### src/rtl/tdm_demux_8ch.sv
// Receive side of the slot-serial TDM link: rebuilds NUM_CH-slot frames from a
// sample stream, checks alignment and hands complete frames out over valid/ready.
module tdm_demux_8ch #(
    parameter int NUM_CH = 8,
    parameter int SEL_W  = 3,
    parameter int DATA_W = 1
) (
    input  logic                       clk,
    input  logic                       rst_n,
    input  logic                       din_valid_i,
    input  logic [DATA_W-1:0]          din_i,
    input  logic                       din_sof_i,
    output logic [SEL_W-1:0]           slot_o,
    output logic [NUM_CH*DATA_W-1:0]   frame_out_o,
    output logic                       frame_valid_o,
    input  logic                       frame_ready_i,
    output logic                       overrun_o,
    output logic                       sync_err_o
);

    typedef enum logic {
        HUNT,
        COLLECT
    } state_t;

    localparam logic [SEL_W-1:0] LAST_SLOT = SEL_W'(NUM_CH - 1);

    state_t                     state_q, state_d;
    logic [SEL_W-1:0]           slot_q, slot_d;
    logic [NUM_CH*DATA_W-1:0]   buf_q, buf_d;
    logic [NUM_CH*DATA_W-1:0]   frame_q, frame_d;
    logic                       valid_q, valid_d;
    logic                       overrun_q, overrun_d;
    logic                       sync_err_q, sync_err_d;

    always_ff @(posedge clk or negedge rst_n) begin
        if (!rst_n) begin
            state_q    <= HUNT;
            slot_q     <= '0;
            buf_q      <= '0;
            frame_q    <= '0;
            valid_q    <= 1'b0;
            overrun_q  <= 1'b0;
            sync_err_q <= 1'b0;
        end else begin
            state_q    <= state_d;
            slot_q     <= slot_d;
            buf_q      <= buf_d;
            frame_q    <= frame_d;
            valid_q    <= valid_d;
            overrun_q  <= overrun_d;
            sync_err_q <= sync_err_d;
        end
    end

    always_comb begin
        state_d    = state_q;
        slot_d     = slot_q;
        buf_d      = buf_q;
        frame_d    = frame_q;
        valid_d    = valid_q && !frame_ready_i;
        overrun_d  = 1'b0;
        sync_err_d = 1'b0;

        if (din_valid_i) begin
            unique case (state_q)
                HUNT: begin
                    if (din_sof_i) begin
                        buf_d[0 +: DATA_W] = din_i;
                        slot_d             = SEL_W'(1);
                        state_d            = COLLECT;
                    end
                end
                COLLECT: begin
                    if (slot_q != '0 && din_sof_i) begin
                        // Realign on the unexpected sof; the partial frame is simply abandoned.
                        sync_err_d         = 1'b1;
                        buf_d[0 +: DATA_W] = din_i;
                        slot_d             = SEL_W'(1);
                    end else if (slot_q == '0 && !din_sof_i) begin
                        sync_err_d = 1'b1;
                        slot_d     = '0;
                        state_d    = HUNT;
                    end else begin
                        buf_d[slot_q*DATA_W +: DATA_W] = din_i;
                        if (slot_q == LAST_SLOT) begin
                            slot_d = '0;
                            if (!valid_q || frame_ready_i) begin
                                frame_d = buf_d;
                                valid_d = 1'b1;
                            end else begin
                                overrun_d = 1'b1;
                            end
                        end else begin
                            slot_d = slot_q + SEL_W'(1);
                        end
                    end
                end
                default: state_d = HUNT;
            endcase
        end
    end

    assign slot_o        = slot_q;
    assign frame_out_o   = frame_q;
    assign frame_valid_o = valid_q;
    assign overrun_o     = overrun_q;
    assign sync_err_o    = sync_err_q;

endmodule

### config.mk
export PLATFORM = sky130hd
export DESIGN_NAME = tdm_demux_8ch
export DESIGN_NICKNAME = d
export VERILOG_FILES = /design/src/rtl/tdm_demux_8ch.sv
export SDC_FILE = /design/constraint.sdc
export NUM_CORES = 1
export LEC_CHECK = 0
export ABC_AREA = 1
export ABC_CLOCK_PERIOD_IN_PS = 2500
export BUFFER_PORTS_ARGS = -buffer_cell sky130_fd_sc_hd__buf_4
export CORE_MARGIN = 1.5
export CORE_UTILIZATION = 42
export CTS_BUF_LIST = sky130_fd_sc_hd__clkbuf_4 sky130_fd_sc_hd__clkbuf_8
export DETAILED_ROUTE_END_ITERATION = 6
export GPL_TIMING_DRIVEN = 0
export PLACE_DENSITY = 0.63
export SETUP_SLACK_MARGIN = 0.4
export SYNTH_ARGS = -nofsm -noshare
export SYNTH_HDL_FRONTEND = slang
export SYNTH_SLANG_ARGS = --single-unit
### constraint.sdc
create_clock -name clk -period 2.5 [get_ports clk]
set_input_delay 0.125 -clock clk [delete_from_list [all_inputs] [get_ports clk]]
set_output_delay 0.125 -clock clk [all_outputs]
set_load 0.005 [all_outputs]
==> flow_metrics.py, run 1 <==
metrics = {
    "timing": {
        "fmax_ghz": 0.520,
        "tightestPinTransition_ns": 0.303,
        "setup_violations": 0,
        "worst_slack_ns": 0.578,
        "setup-tns-final_ns": 0,
        "final_hold_viol_count": 0,
        "remaining_max_slew_budget_at_the_tightest_pin": 0.796,
        "clock-skew-final_ns": 0.00152,
        "finalCritPeriodShare": 0.769,
        "finalMaxSlewViolations": 0,
        "rsz_0062_raised_after_global_routing": "no",
        "finalCriticalPeriod_ns": 1.92,
    },
    "cts": {
        "worst_skew_pair_latency_ns": 0.32,
        "cts_inserted_buffers": 3,
        "clk_pin_slew_ns": 0.13,
        "clock_tree.root_cell": "clkbuf_4",
        "cts_tree": "built",
        "clock_sinks": 23,
        "depth_of_the_cts_h_tree": 1,
        "cts_buffer_depth": 2,
    },
    "power": {
        "power_per_cell_area_nw_per_um2": 1050,
        "power.share.switching": 0.437,
        "static_leakage_power_nw": 0.778,
        "clkPwrFrac": 0.113,
        "seq_power_share": 0.357,
        "combPwrFrac": 0.530,
        "netsw_mw": 0.679,
        "vdd.ir_drop.worst_v": 0.000583,
        "p_int_mw": 0.873,
    },
    "placement": {
        "hpwlAfterDp_um": 1800,
        "gpl_congestion": 0.881,
        "portBuffers": 19,
        "preCtsSetupSlack_ns": 0.335,
    },
    "synthesis": {
        "syn_inst": 150,
        "synth_seq_cells": 23,
        "syn_nets": 163,
        "netlist-cell-type-count": 22,
        "area_of_the_mapped_netlist_um2": 1240,
        "seq_total_area_yosys": 0.463,
        "yosysWarnings": 0,
        "synth_area_per_cell_um2": 8.28,
    },
    "layout": {
        "num-nets-final": 190,
        "drive_gt1_frac": 0.250,
        "areaGrowthSynthToFinish_pct": 19.4,
        "antenna_cells": 0,
    },
    "detailed_routing": {
        "route.detailed.wl_per_inst_um": 11.5,
        "routed_wl_um": 2390,
        "ant_nets": 0,
        "first_iter_violations": 36,
        "detail_route.first_pass.iterations": 6,
        "vias": 1036,
        "via_per_inst": 5.00,
        "route.detailed.drc": 0,
    },
    "setup_path": {
        "type_of_element_launching_the_critical_path": "flop",
        "regToRegStartpoint": "slot_o[0]",
        "timing.critical_path.arrival_ns": 2.17,
        "timing.setup.critical_path_class": "reg -> reg",
        "critical_path_peak_fanout": 10,
        "endpoint_kind_of_the_worst_setup_timing_path": "flop",
        "cp_data_required_time_ns": 2.75,
        "worst_setup_path_startpoint": "slot_o[0]",
    },
    "die": {
        "fp.dieArea_um2": 3290,
        "floorplan.initialDensity": 0.447,
        "die_width_um": 57.4,
        "num_rows": 19,
        "die-height_um": 57.4,
        "floorplan.core_area_um2": 2780,
        "num_io_pins": 20,
    },
    "global_routing": {
        "globalRoute.totalOverflow": 0,
        "grtUsageTotal": 0.162,
        "grt_first_pass_wirelength_um": 4150,
        "antenna_found_initial": 0,
        "grt_max_degree": 24,
        "via_count_of_the_first_global_routing_pass": 957,
    },
    "worst_hold_path": {
        "min_delay_worst_type": "in -> reg",
        "worst_hold_startpoint": "din_valid_i",
    },
    "outcome": {
        "status": "complete, no violations",
    },
    "flow_run": {
        "max-cap-violations": 0,
    },
}
critical path: stages (launching register included):
cell and delay [ns]:
dfrtp_2 0.45, inv_1 0.17, ha_1 0.18, ha_2 0.21, ha_1 0.26, nand2_2 0.11, clkinv_2 0.11, nand3_4 0.09
buf_6 0.14, nand2_1 0.06, o21ai_1 0.07
per-stage QoR:
step	instance area, µm²	cells	utilization	total power [mW]	hold WS (ns)
floorplan	1240	150	-	1.11	-0.171
global placement	1420	200	0.512	1.33	0.0327
detailed placement	1420	200	0.512	1.34	0.0371
CTS	1460	205	0.526	1.52	0.0696
global route	1480	207	0.534	1.70	0.0879
finish	1480	207	0.534	1.55	0.0756
final cells by class:
type	instances	area [µm²]
fill	264	1300
clock buffer	3	22.5
tap	31	38.8
multi-input combinational	106	581
buffer	3	23.8
inverter	18	68.8
clock inverter	1	5.00
sequential	23	577
timing repair buffer	22	168
final timing paths:
path | end | slack (ns) | cells past startpoint
worst max register to register | frame_out_o[1] | 0.58 | 10
max in group asynchronous | slot_o[0] | 2.04 | 2
min in group asynchronous | overrun_o | 0.22 | 2
worst min register to register | buf_q[2] | 0.49 | 2
worst max-delay path | frame_out_o[1] | 0.58 | 10
worst min-delay path | sync_err_o | 0.08 | 3
layer usage:
| metal | track usage | up-vias | routed length [µm] |
|---|---|---|---|
| li1 | - | 543 | - |
| met1 | 0.231 | 452 | 1140 |
| met2 | 0.244 | 36 | 1070 |
| met3 | 0.0204 | 5 | 130 |
| met4 | 0.0797 | 0 | 47 |
| met5 | 0 | - | 0 |
cells in the mapped netlist:
library cell	n	area (µm²)
o21ai_2	4	35.0
nand2_1	43	161
a21oi_1	1	5.00
o21ai_1	5	25.0
dfrtp_1	23	576
nor2_1	6	22.5
buf_4	1	7.51
nand2_2	2	12.5
nand3_4	1	17.5
clkinv_2	1	5.00
o21ai_0	8	40.0
o21bai_1	3	22.5
ha_1	7	87.6
nor3_1	4	20.0
buf_6	1	11.3
inv_1	14	52.6
nand4_1	3	18.8
nand3_1	16	80.1
inv_2	3	11.3
clkbuf_1	1	3.75
nor3_2	2	20.0
nand3b_1	1	7.51
timing repair:
| item | CTS | global route |
|---|---|---|
| hold buffers | 1 | 0 |
| endpoints found under the hold margin | 23 | 0 |
| pin swaps | 0 | 0 |
| setup buffers | 0 | 2 |
| resized for setup | 2 | 3 |
| endpoints found under the setup margin | 9 | 16 |
logic make-up (layout without fill, tap and decap cells):
| logic type | Yosys count | count (layout) | share of synthesized area |
|---|---|---|---|
| and+or+nand+nor | 78 | 78 | 0.290 |
| adders and majority gates | 7 | 7 | 0.0705 |
| buffers and inverters | 21 | 47 | 0.0735 |
| AOI/OAI and AO/OA | 21 | 21 | 0.103 |
| DFF | 23 | 23 | 0.463 |
state kept, by name, indices dropped and copies added, names as in the netlist:
signal         flops
buf_q              8
frame_out_o        8
frame_valid_o      1
overrun_o          1
slot_o             3
state_q            1
sync_err_o         1
power by group through the flow:
stage,Combinational (mW),Clock (mW),Sequential (mW)
2_1_floorplan,0.550,0,0.562
3_3_place_gp,0.760,0,0.566
3_5_place_dp,0.772,0,0.569
4_1_cts,0.777,0.183,0.563
5_1_grt,0.937,0.190,0.572
6_report,0.823,0.176,0.554
cells in the final DEF (no fill, tap or decap), drive strengths merged:
cell	Yosys	routed
clkinv	1	2
nor3	6	6
a21oi	1	1
dfrtp	23	23
ha	7	7
dlygate4sd3	0	1
nand2	45	45
buf	2	23
o21bai	3	3
nand4	3	3
o21ai	17	17
nor2	6	6
clkbuf	1	4
inv	17	17
nand3b	1	1
nand3	17	17
Power figures use the tool's default switching activity.
==> run 2, diff against run 1 <==
--- a/config.mk
+++ b/config.mk
@@ -6,14 +6,14 @@
 export NUM_CORES = 1
 export LEC_CHECK = 0
 export ABC_AREA = 1
-export ABC_CLOCK_PERIOD_IN_PS = 2500
+export ABC_CLOCK_PERIOD_IN_PS = 1650
 export BUFFER_PORTS_ARGS = -buffer_cell sky130_fd_sc_hd__buf_4
 export CORE_MARGIN = 1.5
 export CORE_UTILIZATION = 42
 export CTS_BUF_LIST = sky130_fd_sc_hd__clkbuf_4 sky130_fd_sc_hd__clkbuf_8
 export DETAILED_ROUTE_END_ITERATION = 6
 export GPL_TIMING_DRIVEN = 0
-export PLACE_DENSITY = 0.63
+export PLACE_DENSITY = 0.66
 export SETUP_SLACK_MARGIN = 0.4
 export SYNTH_ARGS = -nofsm -noshare
 export SYNTH_HDL_FRONTEND = slang
==> constraint.sdc (replaced) <==
create_clock -name clk -period 1.65 [get_ports clk]
set_input_delay 0.0825 -clock clk [delete_from_list [all_inputs] [get_ports clk]]
set_output_delay 0.0825 -clock clk [all_outputs]
set_load 0.005 [all_outputs]
==> flow_metrics.py, run 2 (same netlist as run 1, synthesis figures left out) <==
metrics = {
    "layout": {
        "fillers": 235,
        "num-nets-final": 200,
        "areaGrowthSynthToFinish_pct": 39.9,
        "drive_gt1_frac": 0.435,
        "antenna_cells": 0,
        "end_of_flow_core_utilization": 0.625,
        "layout_commonest_cell": "nand2_1",
        "layout_common_cells": "nand2_1 (32), buf_4 (29), dfrtp_1 (22)",
    },
    "detailed_routing": {
        "first_iter_violations": 24,
        "route.detailed.drc": 0,
        "routed_wl_um": 3010,
        "route.detailed.wl_per_inst_um": 13.9,
        "ant_nets": 0,
        "detail_route.first_pass.iterations": 6,
        "vias": 1156,
        "via_per_inst": 5.33,
    },
    "cts": {
        "cts_buffer_depth": 2,
        "cts_inserted_buffers": 3,
        "clock_sinks": 23,
        "cts_tree": "built",
        "clock_tree.root_cell": "clkbuf_4",
        "clk_pin_slew_ns": 0.13,
        "worst_skew_pair_latency_ns": 0.32,
        "depth_of_the_cts_h_tree": 1,
    },
    "setup_path": {
        "ff2ff_path_depth": 10,
        "critical_path_peak_fanout": 5,
        "type_of_element_launching_the_critical_path": "flop",
        "endpoint_kind_of_the_worst_setup_timing_path": "flop",
        "cpMostUsedCell": "ha_4",
        "timing.setup.critical_path_class": "reg -> reg",
        "slowest_stage_cell_on_the_critical_path": "dfrtp_2",
        "timing.critical_path.arrival_ns": 1.87,
        "cp_data_required_time_ns": 1.86,
        "slowest_delay_ns": 0.42,
        "path_cells": "inv_4 -> ha_4 -> ha_4 -> ha_4 -> nand2_4 -> clkinv_4 -> nand3_4 -> buf_6 -> nand2_2 -> o21ai_1",
    },
    "power": {
        "power.share.switching": 0.446,
        "combPwrFrac": 0.614,
        "clkPwrFrac": 0.095,
        "p_int_mw": 1.66,
        "seq_power_share": 0.291,
        "static_leakage_power_nw": 0.850,
        "power_per_cell_area_nw_per_um2": 1720,
        "netsw_mw": 1.33,
        "vdd.ir_drop.worst_v": 0.00110,
    },
    "placement": {
        "gpl_congestion": 0.854,
        "portBuffers": 19,
        "hpwlAfterDp_um": 2070,
    },
    "timing": {
        "rsz_0062_raised_after_global_routing": "yes",
        "clock-skew-final_ns": 0.00846,
        "tightestPinTransition_ns": 0.311,
        "fmax_ghz": 0.601,
        "finalMaxSlewViolations": 0,
        "final_hold_viol_count": 0,
        "setup-tns-final_ns": -0.0333,
        "finalCriticalPeriod_ns": 1.67,
        "worst_slack_ns": -0.0152,
        "finalCritPeriodShare": 1.01,
        "remaining_max_slew_budget_at_the_tightest_pin": 0.793,
        "setup_violations": 5,
    },
    "die": {
        "num_rows": 19,
        "floorplan.core_area_um2": 2780,
        "num_io_pins": 20,
        "die-height_um": 57.4,
        "floorplan.initialDensity": 0.447,
        "die_width_um": 57.4,
        "fp.dieArea_um2": 3290,
    },
    "worst_hold_path": {
        "min_delay_worst_type": "in -> reg",
        "timing.hold.worst_path_depth": 3,
    },
    "global_routing": {
        "via_count_of_the_first_global_routing_pass": 1082,
        "grt_max_degree": 24,
        "globalRoute.totalOverflow": 0,
        "grt_first_pass_wirelength_um": 4950,
        "antenna_found_initial": 0,
        "grtUsageTotal": 0.192,
    },
    "flow_run": {
        "max-cap-violations": 0,
    },
    "outcome": {
        "status": "finished, violations left",
        "failed_checks": "setup timing",
    },
}
==> run 2: repair_timing <==
item	CTS	global route
setup buffers	7	4
cloned	1	0
hold buffers	1	0
pin swaps	5	7
setup endpoints to repair	23	23
endpoints found under the hold margin	23	0
resized for setup	18	24
==> run 2: power by group through the flow <==
stage               clock network, mW  registers, mW  logic, mW
detailed placement                  0          0.880       1.35
CTS                             0.291          0.855       1.58
floorplan                           0          0.862      0.978
global placement                    0          0.871       1.29
global route                    0.317          0.892       1.99
finish                          0.284          0.871       1.83
==> run 2: worst paths after layout <==
check	startpoint	endpoint	slack [ns]
setup reg to reg	slot_o[0]	frame_out_o[1]	-0.02
max in group asynchronous	rst_n	frame_out_o[5]	1.22
setup / recovery	slot_o[0]	frame_out_o[1]	-0.02
min in group asynchronous	rst_n	slot_o[1]	0.18
hold reg to reg	frame_out_o[2]	frame_out_o[2]	0.49
hold / removal	din_valid_i	sync_err_o	0.04
==> run 2: layout make-up <==
type	count	area [µm²]	share of cell area
multi-input combinational	106	724	0.417
sequential	23	577	0.332
timing repair buffer	32	254	0.146
inverter	18	80.1	0.0461
tap	31	38.8	0.0223
buffer	3	33.8	0.0194
clock buffer	4	30.0	0.0173
==> run 2: critical path: cells and delay by family (launching register included) <==
kind,cells,cell delay (ns)
AO/OA/AOI/OAI,1,0.06
adder cells (fa/ha/maj),3,0.63
buffers and inverters,3,0.26
flip-flops,1,0.42
AND/OR/NAND/NOR,3,0.19
==> run 2: stage by stage <==
| stage | hold WS [ns] | power [mW] | cells | worst slack, ns | area, µm² |
|---|---|---|---|---|---|
| floorplan | -0.213 | 1.84 | 150 | 0.0310 | 1310 |
| global placement | -0.00709 | 2.16 | 200 | -0.0796 | 1500 |
| detailed placement | -0.00178 | 2.23 | 200 | -0.104 | 1500 |
| CTS | 0.0321 | 2.73 | 213 | -0.0171 | 1640 |
| global route | 0.0306 | 3.20 | 217 | -0.0867 | 1740 |
| finish | 0.0367 | 2.99 | 217 | -0.0152 | 1740 |
==> run 2: layer usage <==
metal,share of wire,routed length (µm),vias to the layer above,GRT usage
met2,0.51,1530,32,0.318
met1,0.43,1280,553,0.255
met4,0.011,34,0,0.0432
met3,0.056,168,6,0.0454
met5,0,0,-,0
li1,-,-,565,-
